--- src/rtl/camera_capture.sv ---
// rtl/camera_capture.sv - OV7670 parallel-bus capture into RGB332 frame-buffer writes
module camera_capture #(
    parameter int SCREEN_WIDTH  = 176,
    parameter int SCREEN_HEIGHT = 144,
    parameter int ADDR_W        = 15
) (
    input  logic              CLK,
    input  logic              RESET,
    input  logic              PCLK,
    input  logic              HREF,
    input  logic              VSYNC,
    input  logic [7:0]        CAM_D,
    output logic [ADDR_W-1:0] W_ADDR,
    output logic [7:0]        W_DATA,
    output logic              W_EN,
    output logic              FRAME_DONE,
    output logic              OVERRUN
);
    localparam int XW = $clog2(SCREEN_WIDTH + 1);
    localparam int YW = $clog2(SCREEN_HEIGHT + 1);
    localparam logic [XW-1:0] X_MAX = XW'(SCREEN_WIDTH);
    localparam logic [YW-1:0] Y_MAX = YW'(SCREEN_HEIGHT);

    typedef enum logic [1:0] {SYNC, FRAME, BYTE0, BYTE1} state_t;

    state_t            state_q;
    logic [XW-1:0]     x_q;
    logic [YW-1:0]     y_q;
    logic [2:0]        red_q;
    logic              wrote_q;
    logic [2:0]        pclk_sync_q;
    logic [2:0]        href_sync_q;
    logic [2:0]        vsync_sync_q;
    logic [7:0]        cam_d1_q;
    logic [7:0]        cam_d2_q;
    logic [7:0]        cam_d3_q;
    logic              pclk_rise_q;
    logic              href_fall_q;
    logic              vsync_rise_q;

    logic [ADDR_W-1:0] y_ext;
    logic [ADDR_W-1:0] addr_d;
    logic [7:0]        pix_d;
    logic              in_window;
    logic              unused_bits;

    // y*176 as shift-add; the largest result (143*176+175) fits ADDR_W without wrap
    always_comb begin
        y_ext     = ADDR_W'(y_q);
        addr_d    = (y_ext << 7) + (y_ext << 5) + (y_ext << 4) + ADDR_W'(x_q);
        pix_d     = {red_q, cam_d3_q[7:5], cam_d3_q[3:2]};
        in_window = (x_q < X_MAX) && (y_q < Y_MAX);
    end

    assign unused_bits = cam_d3_q[4] ^ cam_d3_q[0];

    always_ff @(posedge CLK or posedge RESET) begin
        if (RESET) begin
            state_q      <= SYNC;
            x_q          <= '0;
            y_q          <= '0;
            red_q        <= '0;
            wrote_q      <= 1'b0;
            pclk_sync_q  <= '0;
            href_sync_q  <= '0;
            vsync_sync_q <= '0;
            cam_d1_q     <= '0;
            cam_d2_q     <= '0;
            cam_d3_q     <= '0;
            pclk_rise_q  <= 1'b0;
            href_fall_q  <= 1'b0;
            vsync_rise_q <= 1'b0;
            W_ADDR       <= '0;
            W_DATA       <= '0;
            W_EN         <= 1'b0;
            FRAME_DONE   <= 1'b0;
            OVERRUN      <= 1'b0;
        end else begin
            pclk_sync_q  <= {pclk_sync_q[1:0], PCLK};
            href_sync_q  <= {href_sync_q[1:0], HREF};
            vsync_sync_q <= {vsync_sync_q[1:0], VSYNC};
            cam_d1_q     <= CAM_D;
            cam_d2_q     <= cam_d1_q;
            cam_d3_q     <= cam_d2_q;
            // Registered edges line up with cam_d3_q and href_sync_q[2]
            pclk_rise_q  <= pclk_sync_q[1] & ~pclk_sync_q[2];
            href_fall_q  <= ~href_sync_q[1] & href_sync_q[2];
            vsync_rise_q <= vsync_sync_q[1] & ~vsync_sync_q[2];

            W_EN       <= 1'b0;
            FRAME_DONE <= 1'b0;

            if (vsync_rise_q) begin
                state_q    <= FRAME;
                x_q        <= '0;
                y_q        <= '0;
                OVERRUN    <= 1'b0;
                FRAME_DONE <= wrote_q;
                wrote_q    <= 1'b0;
            end else begin
                case (state_q)
                    FRAME: begin
                        if (href_sync_q[2]) state_q <= BYTE0;
                    end
                    BYTE0, BYTE1: begin
                        if (href_fall_q) begin
                            x_q     <= '0;
                            if (y_q != Y_MAX) y_q <= y_q + 1'b1;
                            state_q <= FRAME;
                        end else if (pclk_rise_q && href_sync_q[2]) begin
                            if (state_q == BYTE0) begin
                                red_q   <= cam_d3_q[3:1];
                                state_q <= BYTE1;
                            end else begin
                                if (in_window) begin
                                    W_EN    <= 1'b1;
                                    W_ADDR  <= addr_d;
                                    W_DATA  <= pix_d;
                                    wrote_q <= 1'b1;
                                end else begin
                                    OVERRUN <= 1'b1;
                                end
                                if (x_q != X_MAX) x_q <= x_q + 1'b1;
                                state_q <= BYTE0;
                            end
                        end
                    end
                    default: ;
                endcase
            end
        end
    end
endmodule

--- config.mk ---
export PLATFORM = sky130hd
export DESIGN_NAME = camera_capture
export DESIGN_NICKNAME = d
export VERILOG_FILES = /design/src/rtl/camera_capture.sv
export SDC_FILE = /design/constraint.sdc
export NUM_CORES = 1
export LEC_CHECK = 0
export CAP_MARGIN = 20
export CORE_MARGIN = 2
export CORE_UTILIZATION = 60
export CTS_CLUSTER_DIAMETER = 40
export CTS_CLUSTER_SIZE = 20
export DETAILED_ROUTE_END_ITERATION = 12
export PLACE_DENSITY = 0.94
export SETUP_SLACK_MARGIN = 0.4
export SYNTH_ARGS = -nofsm -noshare
export SYNTH_HDL_FRONTEND = slang
export SYNTH_SLANG_ARGS = --single-unit
--- constraint.sdc ---
create_clock -name CLK -period 6.4 [get_ports CLK]
set_clock_uncertainty 0.2 [all_clocks]
set_input_delay 0.64 -clock CLK [delete_from_list [all_inputs] [get_ports CLK]]
set_output_delay 0.64 -clock CLK [all_outputs]
set_load 0.01 [all_outputs]
==> results of run 1 <==
[flip-flops by register name (all words and copies together) (netlist names), 3 cells and up]
signal	count
W_DATA	8
red_q	3
vsync_sync_q	3
cam_d2_q	6
W_ADDR	15
cam_d3_q	6
x_q	8
href_sync_q	3
pclk_sync_q	3
y_q	8
cam_d1_q	6
[power by group through the flow]
stage                     Clock (W)  Combinational [W]  Sequential, W
final                      0.000388           0.000262       0.000598
after global routing       0.000418           0.000298       0.000605
after CTS                  0.000396           0.000266       0.000598
after detailed placement          0           0.000262       0.000606
after global placement            0           0.000247       0.000601
after floorplan                   0           0.000139       0.000613
[cells by family (layout without fill, tap and decap cells)]
logic type / after synthesis / after routing / share of synthesized area, %
adder cells (fa/ha/maj): 31 / 31 / 13.0
flip-flops: 78 / 78 / 55.8
XOR/XNOR: 17 / 17 / 4.26
AO/OA/AOI/OAI: 45 / 45 / 8.01
buffers and inverters: 34 / 83 / 3.68
multiplexers: 3 / 3 / 0.966
AND/OR/NAND/NOR: 113 / 113 / 14.2
[layer usage]
layer / vias up / part of all wire [%]
li1: 1150 / -
met1: 1196 / 41
met2: 70 / 53
met3: 14 / 4.1
met4: 0 / 2.0
met5: - / 0
[worst paths after layout]
kind | start | end | cells past startpoint
worst max-delay path | y_q[2] | W_ADDR[13] | 10
worst min-delay path | cam_d2_q[1] | cam_d3_q[1] | 0
worst max register to register | y_q[2] | W_ADDR[13] | 10
worst min register to register | cam_d2_q[1] | cam_d3_q[1] | 0
max in group asynchronous | RESET | W_ADDR[9] | 3
min in group asynchronous | RESET | pclk_sync_q[1] | 3
[synthesized netlist by cell type (3+ instances only)]
cell	number
nor2b_1	4
dfrtp_1	78
xor2_1	9
xnor2_1	8
nand2_1	61
o31ai_1	3
ha_1	22
o21ai_0	18
mux2_2	3
a21oi_1	8
inv_1	28
fa_1	9
nand4_1	7
nor2_1	24
clkbuf_1	4
nor3_1	3
nand3_1	4
a21o_1	5
[stage by stage]
stage	instances	setup slack (ns)
3_5_place_dp	426	3.12
5_1_grt	442	2.90
6_report	442	3.08
3_3_place_gp	426	3.23
2_1_floorplan	321	3.41
4_1_cts	442	3.10
[worst reg2reg max path: cells and delay by family (launching register included)]
family          cells  cell delay (ns)
compound gates      4             0.80
buf+inv             2             0.34
flops               1             0.42
fa+ha+maj           3             1.24
xor+xnor            1             0.16
[layout make-up]
class | instances | area share [%]
inverter | 29 | 2.62
clock inverter | 7 | 2.23
multi-input combinational | 209 | 34.1
tap | 72 | 2.17
timing repair buffer | 38 | 9.03
sequential | 78 | 46.9
clock buffer | 9 | 2.98
==> summary.txt, run 1 <==
Global routing
  – Met1 GRT Util: 26.9%
  – GR Overflow Total: 0
  – Global-route usage over all layers: 22.8%
  – Grt met2 use: 39.3%
  – Met3 Use GR: 5.39%
  – Largest net degree at the start of global routing: 79
  – Vias in the first global route: 2,511
  – GR peak layer: met2
  – First-pass GRT wire length: 11,000 um
  – Initial antenna violation count: 0

Routing
  – DR iter-0 viols: 192
  – Drt pass-1 iters: 4
  – Post-route antenna net violation count: 0
  – Wire per inst: 14.7 um
  – Via count: 2,430
  – Final wirelength: 6480 um
  – Detail-routed via count per cell: 5.50
  – DRC viols: 0

Synthesis
  – Post-Syn Instances: 321
  – Syn_area_per_cell: 10.9 sq um
  – Synth top area cells: dfrtp_1 (56%), ha_1 (7.9%), nand2_1 (6.5%)
  – #FFs+latches synth: 78
  – Post-synthesis async set-or-reset flop share: 100%
  – Dominant cell type by area after synthesis: dfrtp_1
  – Synth Flop Type: dfrtp_1
  – Synthesized cell area: 3500 sq um
  – Yosys warns: 0
  – Count of cell types in the netlist: 38
  – Sequential-to-total area share from yosys stat: 55.8%
  – Number of flops mapped to enable cells by yosys: 0
  – Net Count, Synth: 365
  – Top cell type's share of synthesized area: 55.8%

Clock tree
  – H-tree depth: 3
  – Post-CTS Hold Buffers: 0
  – CTS tree: yes
  – Clock latency on the worst-skew pair: 0.36 ns
  – Post-CTS Repair Setup Buffers: 0
  – CTS resizes: 0
  – Clk sinks: 78
  – Clock Pin Slew Worst Setup and Hold Paths: 0.09 ns
  – Max Root-Sink Buffers: 2
  – Total CTS buffers: 9
  – Clock Tree Root: clkbuf_8

Critical path
  – R2r setup slk: 3.08 ns
  – Worst path top cell family by delay: adder cells
  – CP peak stage delay: 0.46 ns
  – WP data arrival: 3.33 ns
  – Crit start category: flip-flop
  – Worst path cell trace: inv_1 -> fa_1 -> inv_1 -> fa_1 -> ha_1 -> a211oi_1 -> o21ai_0 -> a41oi_1 -> xor2_1 -> o21ai_0
  – Worst path bufs/invs: 2
  – Worst setup EP type: flip-flop
  – Worst EP required: 6.41 ns
  – Setup CP Type: flip-flop to flip-flop
  – Worst Path Max Fanout: 6
  – Critical path's slowest cell: fa_1

Power and ir drop
  – Peak supply drop: 0.204 mV
  – Sw power: 0.000380 W
  – Power density over the cells: 300 nW/um^2
  – Gate power share: 21.0%
  – Pleak: 2.08 nW
  – Overall power: 0.00125 W
  – Clock Power Share: 31.1%
  – Reg power frac: 47.9%
  – Internal power: 0.000867 W
  – Switch share: 30.5%

Timing
  – Final setup vio count: 0
  – Worst-margin pin slew: 0.957 ns
  – Fin crit share: 51.9%
  – Setup TNS: 0 ns
  – RSZ-0062 raised after global routing: false
  – Hold Vio Cnt, Final: 0
  – Max-slew headroom: 36.2%
  – Hold slack final: 0.154 ns
  – Minimum clock period: 3.32 ns
  – Fin. max-slew vios: 0
  – Highest Clock Rate: 301 MHz

Placed design
  – Buffers on Ports: 36
  – Hpwl dp: 4460 um
  – Cell Area, Placed: 3940 sq um
  – RePlAce Congestion: 0.895

Floorplanning
  – Vert. Die Dim: 80.3 um
  – Die area: 6460 sq um
  – I/O pin count: 39
  – Total core area: 5570 sq um
  – Die X-Extent: 80.3 um
  – Starting Density: 62.7%
  – Row count: 27

Finish
  – Area delta synth->final: 18.9%
  – Commonest non-fill, non-tap cell in the layout: dfrtp_1
  – # diodes: 0
  – Layout cells sized above 1: 7.84%
  – Final Util: 74.6%
  – Layout Nets: 409
  – Commonest cells after routing, fill and taps aside: dfrtp_1 (78), nand2_1 (61), clkdlybuf4s50_1 (36), inv_1 (27), nor2_1 (24)
  – FF+latch area: 1950 sq um
  – Multi-input logic area: 1420 sq um
  – Finished layout cell area: 4160 sq um
  – Filler cells: 366

Min path
  – HP Class: flip-flop to flip-flop

Flow run
  – Max cap viols: 0

Run status
  – Status: completed
Power figures use the tool's default switching activity.
==> run 2, diff against run 1 <==
--- a/config.mk
+++ b/config.mk
@@ -7,11 +7,11 @@
 export LEC_CHECK = 0
 export CAP_MARGIN = 20
 export CORE_MARGIN = 2
-export CORE_UTILIZATION = 60
+export CORE_UTILIZATION = 50
 export CTS_CLUSTER_DIAMETER = 40
 export CTS_CLUSTER_SIZE = 20
 export DETAILED_ROUTE_END_ITERATION = 12
-export PLACE_DENSITY = 0.94
+export PLACE_DENSITY = 0.85
 export SETUP_SLACK_MARGIN = 0.4
 export SYNTH_ARGS = -nofsm -noshare
 export SYNTH_HDL_FRONTEND = slang
==> constraint.sdc (replaced) <==
create_clock -name CLK -period 2.8 [get_ports CLK]
set_clock_uncertainty 0.2 [all_clocks]
set_input_delay 0.28 -clock CLK [delete_from_list [all_inputs] [get_ports CLK]]
set_output_delay 0.28 -clock CLK [all_outputs]
set_load 0.01 [all_outputs]
==> summary.txt, run 2 (same netlist as run 1, synthesis figures left out) <==
Run status
  – Status: complete, but fails checks
  – Failing checks: setup timing

Finish
  – Layout Nets: 437 (+6.8%)
  – Final Util: 66.5% (-8.1 points)
  – Commonest non-fill, non-tap cell in the layout: dfrtp_1
  – Commonest cells after routing, fill and taps aside: dfrtp_1 (78), nand2_1 (61), clkdlybuf4s50_1 (36), buf_4 (28), nor2_1 (24)
  – Filler cells: 483 (+32%)
  – Largest register FFs: 15 (unchanged)
  – Post-Layout Cell Count: 494 (+12%)
  – # diodes: 0 (unchanged)
  – Largest Register: W_ADDR
  – Area delta synth->final: 29.3%
  – Layout cells sized above 1: 19.8% (+12 points)

Floorplanning
  – Die area: 7680 sq um (+19%)
  – I/O pin count: 39 (unchanged)
  – Die X-Extent: 87.6 um (+9.1%)
  – Total core area: 6790 sq um (+22%)
  – Starting Density: 51.5% (-11 points)
  – Vert. Die Dim: 87.6 um (+9.1%)
  – Row count: 30 (+11%)

Power and ir drop
  – Switch share: 29.5% (-0.95 points)
  – Sw power: 0.000915 W (+140%)
  – Gate power share: 25.5% (+4.5 points)
  – Pleak: 2.23 nW (+7.2%)
  – Internal power: 0.00218 W (+150%)
  – Power density over the cells: 685 nW/um^2 (+130%)
  – Reg power frac: 43.9% (-4.0 points)
  – Clock Power Share: 30.6% (-0.5 points)
  – Overall power: 0.00310 W (+150%)
  – Peak supply drop: 0.453 mV (+120%)

Routing
  – Via count: 2,493 (+2.6%)
  – Wire per inst: 14.0 um (-4.4%)
  – DRC viols: 0 (unchanged)
  – Drt pass-1 iters: 4 (unchanged)
  – Post-route antenna net violation count: 0 (unchanged)
  – DR iter-0 viols: 153 (-20%)
  – Detail-routed via count per cell: 5.05 (-8.2%)
  – Final wirelength: 6920 um (+6.8%)

Critical path
  – Worst EP required: 2.89 ns (-3.52 ns)
  – Worst path top cell family by delay: adder cells
  – Worst setup EP type: flip-flop
  – Worst path bufs/invs: 4 (+2)
  – WP data arrival: 3.13 ns (-0.20 ns)
  – Crit start category: flip-flop
  – Worst path cell trace: inv_2 -> fa_1 -> inv_2 -> fa_1 -> inv_1 -> fa_2 -> nor2b_2 -> o31a_1 -> buf_4 -> o22ai_2 -> xor2_1 -> o21ai_1
  – Setup CP Type: flip-flop to flip-flop
  – Worst Path Max Fanout: 2 (-4)
  – CP peak stage delay: 0.55 ns (+0.09 ns)
  – Critical path's slowest cell: fa_1

Timing
  – Fin crit share: 109% (+57 points)
  – Fin. max-slew vios: 0 (unchanged)
  – Hold Vio Cnt, Final: 0 (unchanged)
  – Worst-margin pin slew: 0.493 ns (-0.464 ns)
  – Worst setup margin: -0.243 ns (-3.32 ns)
  – RSZ-0062 raised after global routing: true
  – Final setup vio count: 5 (+5)
  – Minimum clock period: 3.04 ns (-0.278 ns)
  – Max-slew headroom: 67.1% (+31 points)
  – Highest Clock Rate: 329 MHz (+9.1%)
  – Hold slack final: 0.151 ns (-0.00346 ns)
  – Setup TNS: -0.889 ns (-0.889 ns)

Clock tree
  – Total CTS buffers: 9 (unchanged)
  – H-tree depth: 3 (unchanged)
  – Clock Tree Root: clkbuf_8
  – CTS tree: yes
  – Clock Pin Slew Worst Setup and Hold Paths: 0.08 ns (about the same)
  – Max Root-Sink Buffers: 2 (unchanged)
  – Clk sinks: 78 (unchanged)
  – Clock latency on the worst-skew pair: 0.35 ns (about the same)

Placed design
  – RePlAce Congestion: 0.878 (-1.9%)
  – Buffers on Ports: 36 (unchanged)
  – Cell Count Post-Placement: 472 (+11%)
  – Hpwl dp: 4500 um (+0.81%)

Global routing
  – Global-route usage over all layers: 20.2% (-2.6 points)
  – Largest net degree at the start of global routing: 79 (unchanged)
  – Initial antenna violation count: 0 (unchanged)
  – GR Overflow Total: 0 (unchanged)
  – First-pass GRT wire length: 11,700 um (+6.3%)
  – Vias in the first global route: 2,577 (+2.6%)

Flow run
  – Max cap viols: 0 (unchanged)

Min path
  – HP Class: flip-flop to flip-flop
run 2: power groups by stage:
stage | Combinational (W) | Clock (W) | Sequential, W
floorplan | 0.000339 | 0 | 0.00140
global placement | 0.000662 | 0 | 0.00137
detailed placement | 0.000692 | 0 | 0.00138
CTS | 0.000757 | 0.000976 | 0.00136
global route | 0.000881 | 0.00103 | 0.00138
finish | 0.000789 | 0.000949 | 0.00136
run 2: metrics by stage:
step | setup WS, ns | cell area, sq um
after CTS | -0.113 | 4490
after detailed placement | -0.185 | 4180
after global routing | -0.381 | 4520
after floorplan | -0.0183 | 3530
after global placement | -0.102 | 4180
final | -0.243 | 4520
run 2: repair_timing:
item,4_1_cts,5_1_grt
hold buffers,0,0
setup buffers,5,1
setup endpoints to repair,8,8
pin swaps,8,6
resized for setup,12,4
hold endpoints to repair,0,0
run 2: per-layer routing:
layer,GRT usage [%],wire [um]
met1,24.7,2890
met2,33.1,3640
met3,6.31,253
met4,8.53,136
met5,0,0
run 2: final timing paths:
check	from	endpoint	slack, ns	depth (start not counted)
setup / recovery	x_q[7]	W_ADDR[12]	-0.24	12
hold / removal	cam_d2_q[7]	cam_d3_q[7]	0.15	0
setup reg to reg	x_q[7]	W_ADDR[12]	-0.24	12
hold reg to reg	cam_d2_q[7]	cam_d3_q[7]	0.15	0
max in group asynchronous	RESET	red_q[1]	1.91	3
min in group asynchronous	RESET	cam_d1_q[2]	0.18	3
run 2: final cells by class:
cell class	count	area [sq um]	area share, %
Sequential cell	78	1950	43.2
Multi-Input combinational cell	209	1510	33.3
Timing Repair Buffer	66	602	13.3
Clock buffer	9	124	2.74
Tap cell	96	120	2.66
Inverter	29	113	2.49
Clock inverter	7	105	2.32
